## config.mk

```make
export PLATFORM = sky130hd
export DESIGN_NAME = regfile_write_arbiter_flat
export DESIGN_NICKNAME = d
export VERILOG_FILES = /design/src/rtl/regfile_write_arbiter_if.sv /design/src/rtl/regfile_write_arbiter.sv /design/src/flat_wrapper.sv
export SDC_FILE = /design/constraint.sdc
export NUM_CORES = 1
export LEC_CHECK = 0
export CELL_PAD_IN_SITES_DETAIL_PLACEMENT = 0
export CELL_PAD_IN_SITES_GLOBAL_PLACEMENT = 1
export CORE_MARGIN = 8
export CORE_UTILIZATION = 27
export CTS_CLUSTER_DIAMETER = 50
export DETAILED_ROUTE_END_ITERATION = 7
export PLACE_DENSITY_LB_ADDON = 0.1
export REMOVE_ABC_BUFFERS = 1
export SLEW_MARGIN = 20
export SYNTH_ARGS = -nofsm -noshare
export SYNTH_HDL_FRONTEND = slang
export SYNTH_SLANG_ARGS = --single-unit
export TNS_END_PERCENT = 100
```

## constraint.sdc

```tcl
create_clock -name Clk -period 5.1 [get_ports Clk]
set_input_delay 0.51 -clock Clk [delete_from_list [all_inputs] [get_ports Clk]]
set_output_delay 0.51 -clock Clk [all_outputs]
set_load 0.01 [all_outputs]
```

## src/rtl/regfile_write_arbiter_if.sv

```systemverilog
// Request-side handshake bundle for regfile_write_arbiter.
// Requesters drive Valid/Addr/Data through the master modport.
// The arbiter returns the one-hot ReqReady grant through the slave modport.
interface regfile_write_arbiter_if #(
  parameter int NUM_REQ = 3,
  parameter int ADDR_W  = 5,
  parameter int DATA_W  = 32
);
  logic [NUM_REQ-1:0]        ReqValid;
  logic [NUM_REQ*ADDR_W-1:0] ReqAddr;
  logic [NUM_REQ*DATA_W-1:0] ReqData;
  logic [NUM_REQ-1:0]        ReqReady;

  modport master (output ReqValid, ReqAddr, ReqData, input ReqReady);
  modport slave  (input ReqValid, ReqAddr, ReqData, output ReqReady);
endinterface

```

## src/rtl/regfile_write_arbiter.sv

```systemverilog
// regfile_write_arbiter: shares the single register-file write port between
// NUM_REQ requesters. Arbitration uses fixed priority, where a lower index wins.
// A requester that has been blocked MAX_WAIT times in a row is promoted ahead
// of the fixed order. The write port is registered, so each write appears one
// cycle after the grant. Writes to register 0 are suppressed.
// Optional macro REGFILE_CLEAR_EN: after reset, the arbiter writes zero to
// registers 1..31 before it starts accepting requests.
//
//   state    | meaning
//   ---------+------------------------------------------------------------
//   ST_CLEAR | zeroing registers 1..31, no grants (REGFILE_CLEAR_EN only)
//   ST_ARB   | normal arbitration, one write per cycle
module regfile_write_arbiter #(
  parameter int NUM_REQ  = 3,
  parameter int ADDR_W   = 5,
  parameter int DATA_W   = 32,
  parameter int MAX_WAIT = 4
) (
  input  logic                  Clk,
  input  logic                  Reset,
  regfile_write_arbiter_if.slave reqBus,
  output logic                  RegWrite,
  output logic [ADDR_W-1:0]     WriteRegister,
  output logic [DATA_W-1:0]     WriteData,
  output logic                  Stall,
  output logic                  InitDone
);

`ifdef REGFILE_CLEAR_EN
  typedef enum logic [0:0] {ST_ARB = 1'b0, ST_CLEAR = 1'b1} state_t;
  localparam state_t            RESET_STATE = ST_CLEAR;
  localparam logic [ADDR_W-1:0] CLR_LAST    = ADDR_W'(31);
  logic [ADDR_W-1:0] clrCnt;
`else
  typedef enum logic [0:0] {ST_ARB = 1'b0} state_t;
  localparam state_t RESET_STATE = ST_ARB;
`endif

  state_t             state, stateNext;
  logic [3:0]         waitCnt [NUM_REQ];
  logic [NUM_REQ-1:0] starved;
  logic [NUM_REQ-1:0] grant;
  logic               picked;
  logic [ADDR_W-1:0]  grantAddr;
  logic [DATA_W-1:0]  grantData;
  logic               transfer;

  // State register.
  always_ff @(posedge Clk) begin
    if (Reset) state <= RESET_STATE;
    else       state <= stateNext;
  end

  // Next-state logic: the clear sweep ends on the edge that writes the last register.
  always_comb begin
    stateNext = state;
    case (state)
      ST_ARB:   stateNext = ST_ARB;
`ifdef REGFILE_CLEAR_EN
      ST_CLEAR: if (clrCnt == CLR_LAST) stateNext = ST_ARB;
`endif
      default:  stateNext = ST_ARB;
    endcase
  end

  // Output logic: promote starved requesters first, then apply fixed priority.
  always_comb begin
    starved   = '0;
    grant     = '0;
    picked    = 1'b0;
    grantAddr = '0;
    grantData = '0;
    for (int i = 0; i < NUM_REQ; i++)
      starved[i] = reqBus.ReqValid[i] && (waitCnt[i] >= 4'(MAX_WAIT));
    if (!Reset && state == ST_ARB) begin
      for (int i = 0; i < NUM_REQ; i++) begin
        if (!picked && starved[i]) begin
          grant[i] = 1'b1;
          picked   = 1'b1;
        end
      end
      for (int i = 0; i < NUM_REQ; i++) begin
        if (!picked && reqBus.ReqValid[i]) begin
          grant[i] = 1'b1;
          picked   = 1'b1;
        end
      end
    end
    for (int i = 0; i < NUM_REQ; i++) begin
      if (grant[i]) begin
        grantAddr = reqBus.ReqAddr[i*ADDR_W +: ADDR_W];
        grantData = reqBus.ReqData[i*DATA_W +: DATA_W];
      end
    end
  end

  assign reqBus.ReqReady = grant;
  assign transfer        = |grant;
  assign Stall           = !Reset && |(reqBus.ReqValid & ~grant);

  // Wait counters: count consecutive blocked cycles, saturate at 15, clear when granted or idle.
  always_ff @(posedge Clk) begin
    if (Reset) begin
      for (int i = 0; i < NUM_REQ; i++) waitCnt[i] <= '0;
    end else begin
      for (int i = 0; i < NUM_REQ; i++) begin
        if (reqBus.ReqValid[i] && !grant[i]) begin
          if (waitCnt[i] != 4'hF) waitCnt[i] <= waitCnt[i] + 4'd1;
        end else begin
          waitCnt[i] <= '0;
        end
      end
    end
  end

  // Registered write port. Address and data always load on a grant; only the enable honours $zero.
  always_ff @(posedge Clk) begin
    if (Reset) begin
      RegWrite      <= 1'b0;
      WriteRegister <= '0;
      WriteData     <= '0;
      InitDone      <= 1'b0;
`ifdef REGFILE_CLEAR_EN
      clrCnt        <= ADDR_W'(1);
`endif
    end else begin
      InitDone <= (stateNext == ST_ARB);
      RegWrite <= 1'b0;
`ifdef REGFILE_CLEAR_EN
      if (state == ST_CLEAR) begin
        RegWrite      <= 1'b1;
        WriteRegister <= clrCnt;
        WriteData     <= '0;
        clrCnt        <= clrCnt + ADDR_W'(1);
      end else
`endif
      if (transfer) begin
        RegWrite      <= (grantAddr != '0);
        WriteRegister <= grantAddr;
        WriteData     <= grantData;
      end
    end
  end

endmodule

```

## src/flat_wrapper.sv

```systemverilog
// flat-port wrapper written by rule: the top's interface ports become plain ports
module regfile_write_arbiter_flat 
#(
  parameter int NUM_REQ  = 3,
  parameter int ADDR_W   = 5,
  parameter int DATA_W   = 32,
  parameter int MAX_WAIT = 4
)
  (Clk, Reset, RegWrite, WriteRegister, WriteData, Stall, InitDone, reqBus_ReqValid, reqBus_ReqAddr, reqBus_ReqData, reqBus_ReqReady);
  regfile_write_arbiter_if #(.NUM_REQ(NUM_REQ), .ADDR_W(ADDR_W), .DATA_W(DATA_W)) reqBus_i ();
  input  logic Clk;
  input  logic Reset;
  output logic RegWrite;
  output logic [ADDR_W-1:0] WriteRegister;
  output logic [DATA_W-1:0] WriteData;
  output logic Stall;
  output logic InitDone;
  input wire logic [$bits(reqBus_i.ReqValid)-1:0] reqBus_ReqValid;
  input wire logic [$bits(reqBus_i.ReqAddr)-1:0] reqBus_ReqAddr;
  input wire logic [$bits(reqBus_i.ReqData)-1:0] reqBus_ReqData;
  output wire logic [$bits(reqBus_i.ReqReady)-1:0] reqBus_ReqReady;
  assign reqBus_i.ReqValid = reqBus_ReqValid;
  assign reqBus_i.ReqAddr = reqBus_ReqAddr;
  assign reqBus_i.ReqData = reqBus_ReqData;
  assign reqBus_ReqReady = reqBus_i.ReqReady;
  regfile_write_arbiter #(.NUM_REQ(NUM_REQ), .ADDR_W(ADDR_W), .DATA_W(DATA_W), .MAX_WAIT(MAX_WAIT)) u_core (.Clk(Clk), .Reset(Reset), .reqBus(reqBus_i), .RegWrite(RegWrite), .WriteRegister(WriteRegister), .WriteData(WriteData), .Stall(Stall), .InitDone(InitDone));
endmodule
```

After elaboration in Yosys (flattened, before gate mapping)
Memory sizes are Yosys's and may differ from the RTL's.
Index checks and enable logic that the tools add are counted.
Storage, ports and cells
  flip-flop bits (word level): 39
  RAM bits: 12
  output and inout bits: 43
  logic and storage cells: 100
  memories: 1
Memories
  u_core.waitCnt: depth 3, width 4, read ports 3, clocked after memory_dff 0, write ports 3, line regfile_write_arbiter.sv:40  | logic [3:0] waitCnt [NUM_REQ];
Cells by class
  $add $sub $neg: 3
  $lt $le $gt $ge: 3
  equality and inequality tests: 3
  muxes and demuxes: 52
  bitwise operators: 9
  reduce and logical (&&, ||, !) cells: 25
Operators with widths (number)
  two-way mux 32 bit: 3
  two-way mux 1 bit: 39
  two-way mux 4 bit: 6
  two-way mux 5 bit: 3
  adder 4 x 1 -> 4 bit, second input constant: 3
  >= comparator 4 x 3 -> 1 bit, second input constant: 3
  logical AND 1 bit: 12
  inequality test 4 bit, second input constant: 3
  logical NOT 1 bit: 9
  OR 1 bit: 6
  OR reduction 3 bit: 2
  nonzero test 5 bit: 1
  bitwise AND 3 bit: 1
  two-way mux 3 bit: 1
  NOT 3 bit: 1
  OR reduction 2 bit: 1
  NOT 1 bit: 1

Depth between registers and ports, before layout
An unclocked memory read counts as a cell.
  word-level depth: 32
  depth in mapped cells: 8
  mapped depth without buffers: 6

Least setup slack after synthesis
OpenSTA, ideal clock, no wires.
  path type: reg-to-output
  start point: mem u_core.waitCnt[1][2]
  end point: out Stall
  arrival time: 1.641 ns
  data required time: 4.590 ns
  slack: 2.949 ns
  stages on the path, launching flop included: 8
  buffers on the path: 2
  path through: edfxtp_1 > o21ai_2 > a21oi_2 > or2_1 > buf_4 > buf_2 > a221oi_1 > nor2_1
RTL lines
  start: declaration: line regfile_write_arbiter.sv:40
  end: declaration: line flat_wrapper.sv:16  | output logic Stall;

Final worst setup path
  start point: in Reset
  end point: out reqBus_ReqReady[2]
Between the ends
  cells in the longest elaborated chain, start to end: 1
Ends and longest elaborated chain
  start: declaration: line flat_wrapper.sv:12  | input logic Reset;
  two-way mux 3 bit: line regfile_write_arbiter.sv:75  | if (!Reset && state == ST_ARB) begin
  end: declaration: line flat_wrapper.sv:21  | output wire logic [$bits(reqBus_i.ReqReady)-1:0] reqBus_ReqReady;
Every way passes these cells.

==> results.md <==
* Synthesized area at 0.002444 mm²
* Initial DRC count at 207
* PwrDens at 220.3 mW/mm²
* Final hold vios at 0
* CTS buffer count at 5
* Height of the die at 111.1 µm
* CP Capture Type: output port
* Number of synthesized flops with an enable pin at 8
* Final WS setup at 1.542 ns
* Yosys warns at 0
* Tightest Pin Transition at 1.008 ns
* Worst EP arrival at 3.05 ns
* Total wire length at 9442 µm
* Vias/cell at 5.212
* Die width at 111.1 µm
* # nets final at 525
* Setup TNS at 0 ns
* Seq cells post-synth at 51
* Commonest non-fill, non-tap cells in the layout: clkdlybuf4s50_1 (157), dfxtp_1 (43), nand3_1 (41), a21oi_1 (36), a222oi_1 (32)
* DR WL/cell at 18.33 µm
* # Max-Cap Violations at 0
* Clock Sinks at 51
* Tcrit/Tclk final at 0.6976
* Clk_lat worst skew at 0.30 ns
* Hold slack at 0.4682 ns
* Hold Crit Class: flop to flop
* Post-Place Worst Slack at 1.507 ns
* Hold-critical path endpoint: u_core.WriteData[25]
* GRT Total Usage at 0.1475
* WHS Path Cells at 2
* CP Class: primary input to output port
* CTS clock-pin slew for the worst setup and hold paths at 0.09 ns
* Async SR Flop Fraction at 0
* First-pass GRT wire length at 15060 µm
* DRC at 0
* Hold wc startpoint: u_core.WriteData[25]
* Worst r2r path cells at 6
* Vias at 2684
* Initial Utilization at 0.2788
* Antenna-violating nets left at 0
* Antenna cells at 0
* Worst-path fanout max at 42
* Setup-failing EPs final at 0
* Max Freq at 281.1 MHz
* Mapped Avg Cell Area at 9.545 µm²
* RSZ-0062 raised after global routing: false
* Cts hold-fix bufs at 0
* Worst Skew at 0.003555 ns
* Initial antenna violation count at 0
* Largest net degree at the start of global routing at 43
* Row count at 34
* Startpoint Class: primary input
* Status: finished, final reports clean
* Synthesis-to-finish area growth at 69.64%
* Seq/Total Area, Yosys at 0.4506
* # Post-CTS Setup Buffers at 0
* DP HPWL at 7221 µm
* Global route overflow at 0
* Mapped Cells at 256
* CP Data Required Time at 4.59 ns
* Final Slew Violations at 0
* GPL Wtd Cong at 0.7902
* CTS root buf: clkbuf_8
* Share of layout cells above drive strength 1 at 0.05897
* Yosys cell types at 42
* Detailed Routing Iterations Pass 1 at 7
* CTS tree: yes
* CORE AREA at 0.008763 mm²
* Die ar. at 0.01235 mm²
* Number of global-route vias before repair at 2914
* Worst reg2reg endpoint: u_core.WriteData[29]
* Peak VDD IR at 0.09392 mV
* Worst slew margin at 0.3283
* Leakage power at 1.480 nW
* CTS H-tree lvls at 2
* I/O Pins at 159
* RR Startpoint: u_core.waitCnt[2][2]
* Most common cell after layout, fill and taps aside: clkdlybuf4s50_1
* Top_reg_cell synth: dfxtp_1
* Post-cts resize count at 0
* Reg2reg setup slack at 2.51 ns
* Tmin final at 3.558 ns
* Port bufs at 158
* Clock buffer depth at 2
Yosys cell counts (3+ instances only):
| cell type | n | share of area |
|---|---|---|
| dfxtp_1 | 43 | 0.35 |
| and3_1 | 6 | 0.015 |
| a222oi_1 | 32 | 0.13 |
| edfxtp_1 | 8 | 0.098 |
| buf_6 | 6 | 0.028 |
| buf_2 | 8 | 0.016 |
| nor2_1 | 16 | 0.025 |
| nand2_1 | 6 | 0.0092 |
| nor3_1 | 3 | 0.0061 |
| clkbuf_1 | 6 | 0.0092 |
| ha_1 | 3 | 0.015 |
| nand3_1 | 41 | 0.084 |
| a221oi_1 | 4 | 0.014 |
| xnor2_1 | 3 | 0.011 |
| a21oi_1 | 36 | 0.074 |
critical path, cell delays in order:
cell and delay, ns:
buf_2 0.64, nor2b_1 0.15, nand2_1 0.13, or2_1 0.65, inv_4 0.34, clkdlybuf4s50_1 0.59
report_power, final:
group	switching (W)	internal [W]
sequential	0.0000131	0.000433
combinational	0.0000875	0.000145
clock	0.000138	0.0000963
total	0.000239	0.000674
registers in the layout (all words and copies together), names as in the netlist:
| register | cells |
|---|---|
| u_core.WriteRegister | 5 |
| u_core.InitDone | 1 |
| u_core.WriteData | 32 |
| u_core.RegWrite | 1 |
| u_core.waitCnt | 12 |
through the flow:
stage	cells	instance area (µm²)	utilization	power, W
after floorplan	238	2317	-	0.0005238
after global placement	507	4058	0.4630	0.0006898
after detailed placement	507	4058	0.4630	0.0006912
after CTS	515	4145	0.4730	0.0009308
after global routing	515	4145	0.4730	0.0009620
final	515	4145	0.4730	0.0009130
kinds of logic (layout without fill, tap and decap cells):
group	after synthesis	count (layout)	synth area share
fa+ha+maj	3	3	0.01536
mux	1	1	0.004096
simple gates	83	83	0.1736
xor+xnor	4	4	0.01434
compound gates	87	87	0.2755
flops	51	51	0.4506
other cells	2	5	0.003073
buf+inv	25	173	0.06349
metal layers:
metal  track usage  vias to the layer above  part of all wire
met4       0.02133                        0            0.0031
met3       0.05736                        2             0.085
met1        0.1603                     1272              0.40
li1              -                     1315                 -
met5             0                        -                 0
met2        0.2683                       95              0.51
layout make-up:
class                   count  area [µm²]
fillers                   852        4618
clock buffers               5       68.82
inverters                   4       17.52
flip-flops and latches     51        1101
repair buffers            161        1599
well taps                 108       135.1
multi-input cells         183        1205
clock inverters             3       18.77
how the worst max path moves through the flow:
| stage | start | endpoint | slack (ns) | depth (start not counted) |
|---|---|---|---|---|
| finish | Reset | reqBus_ReqReady[2] | 1.54 | 6 |
| global route | Reset | reqBus_ReqReady[2] | 1.26 | 6 |
| CTS | Reset | reqBus_ReqReady[2] | 1.51 | 6 |
| detailed placement | Reset | reqBus_ReqReady[2] | 1.51 | 6 |
| global placement | Reset | reqBus_ReqReady[2] | 1.51 | 6 |
| floorplan | reqBus_ReqValid[1] | Stall | 2.64 | 5 |
Power figures use the tool's default switching activity.
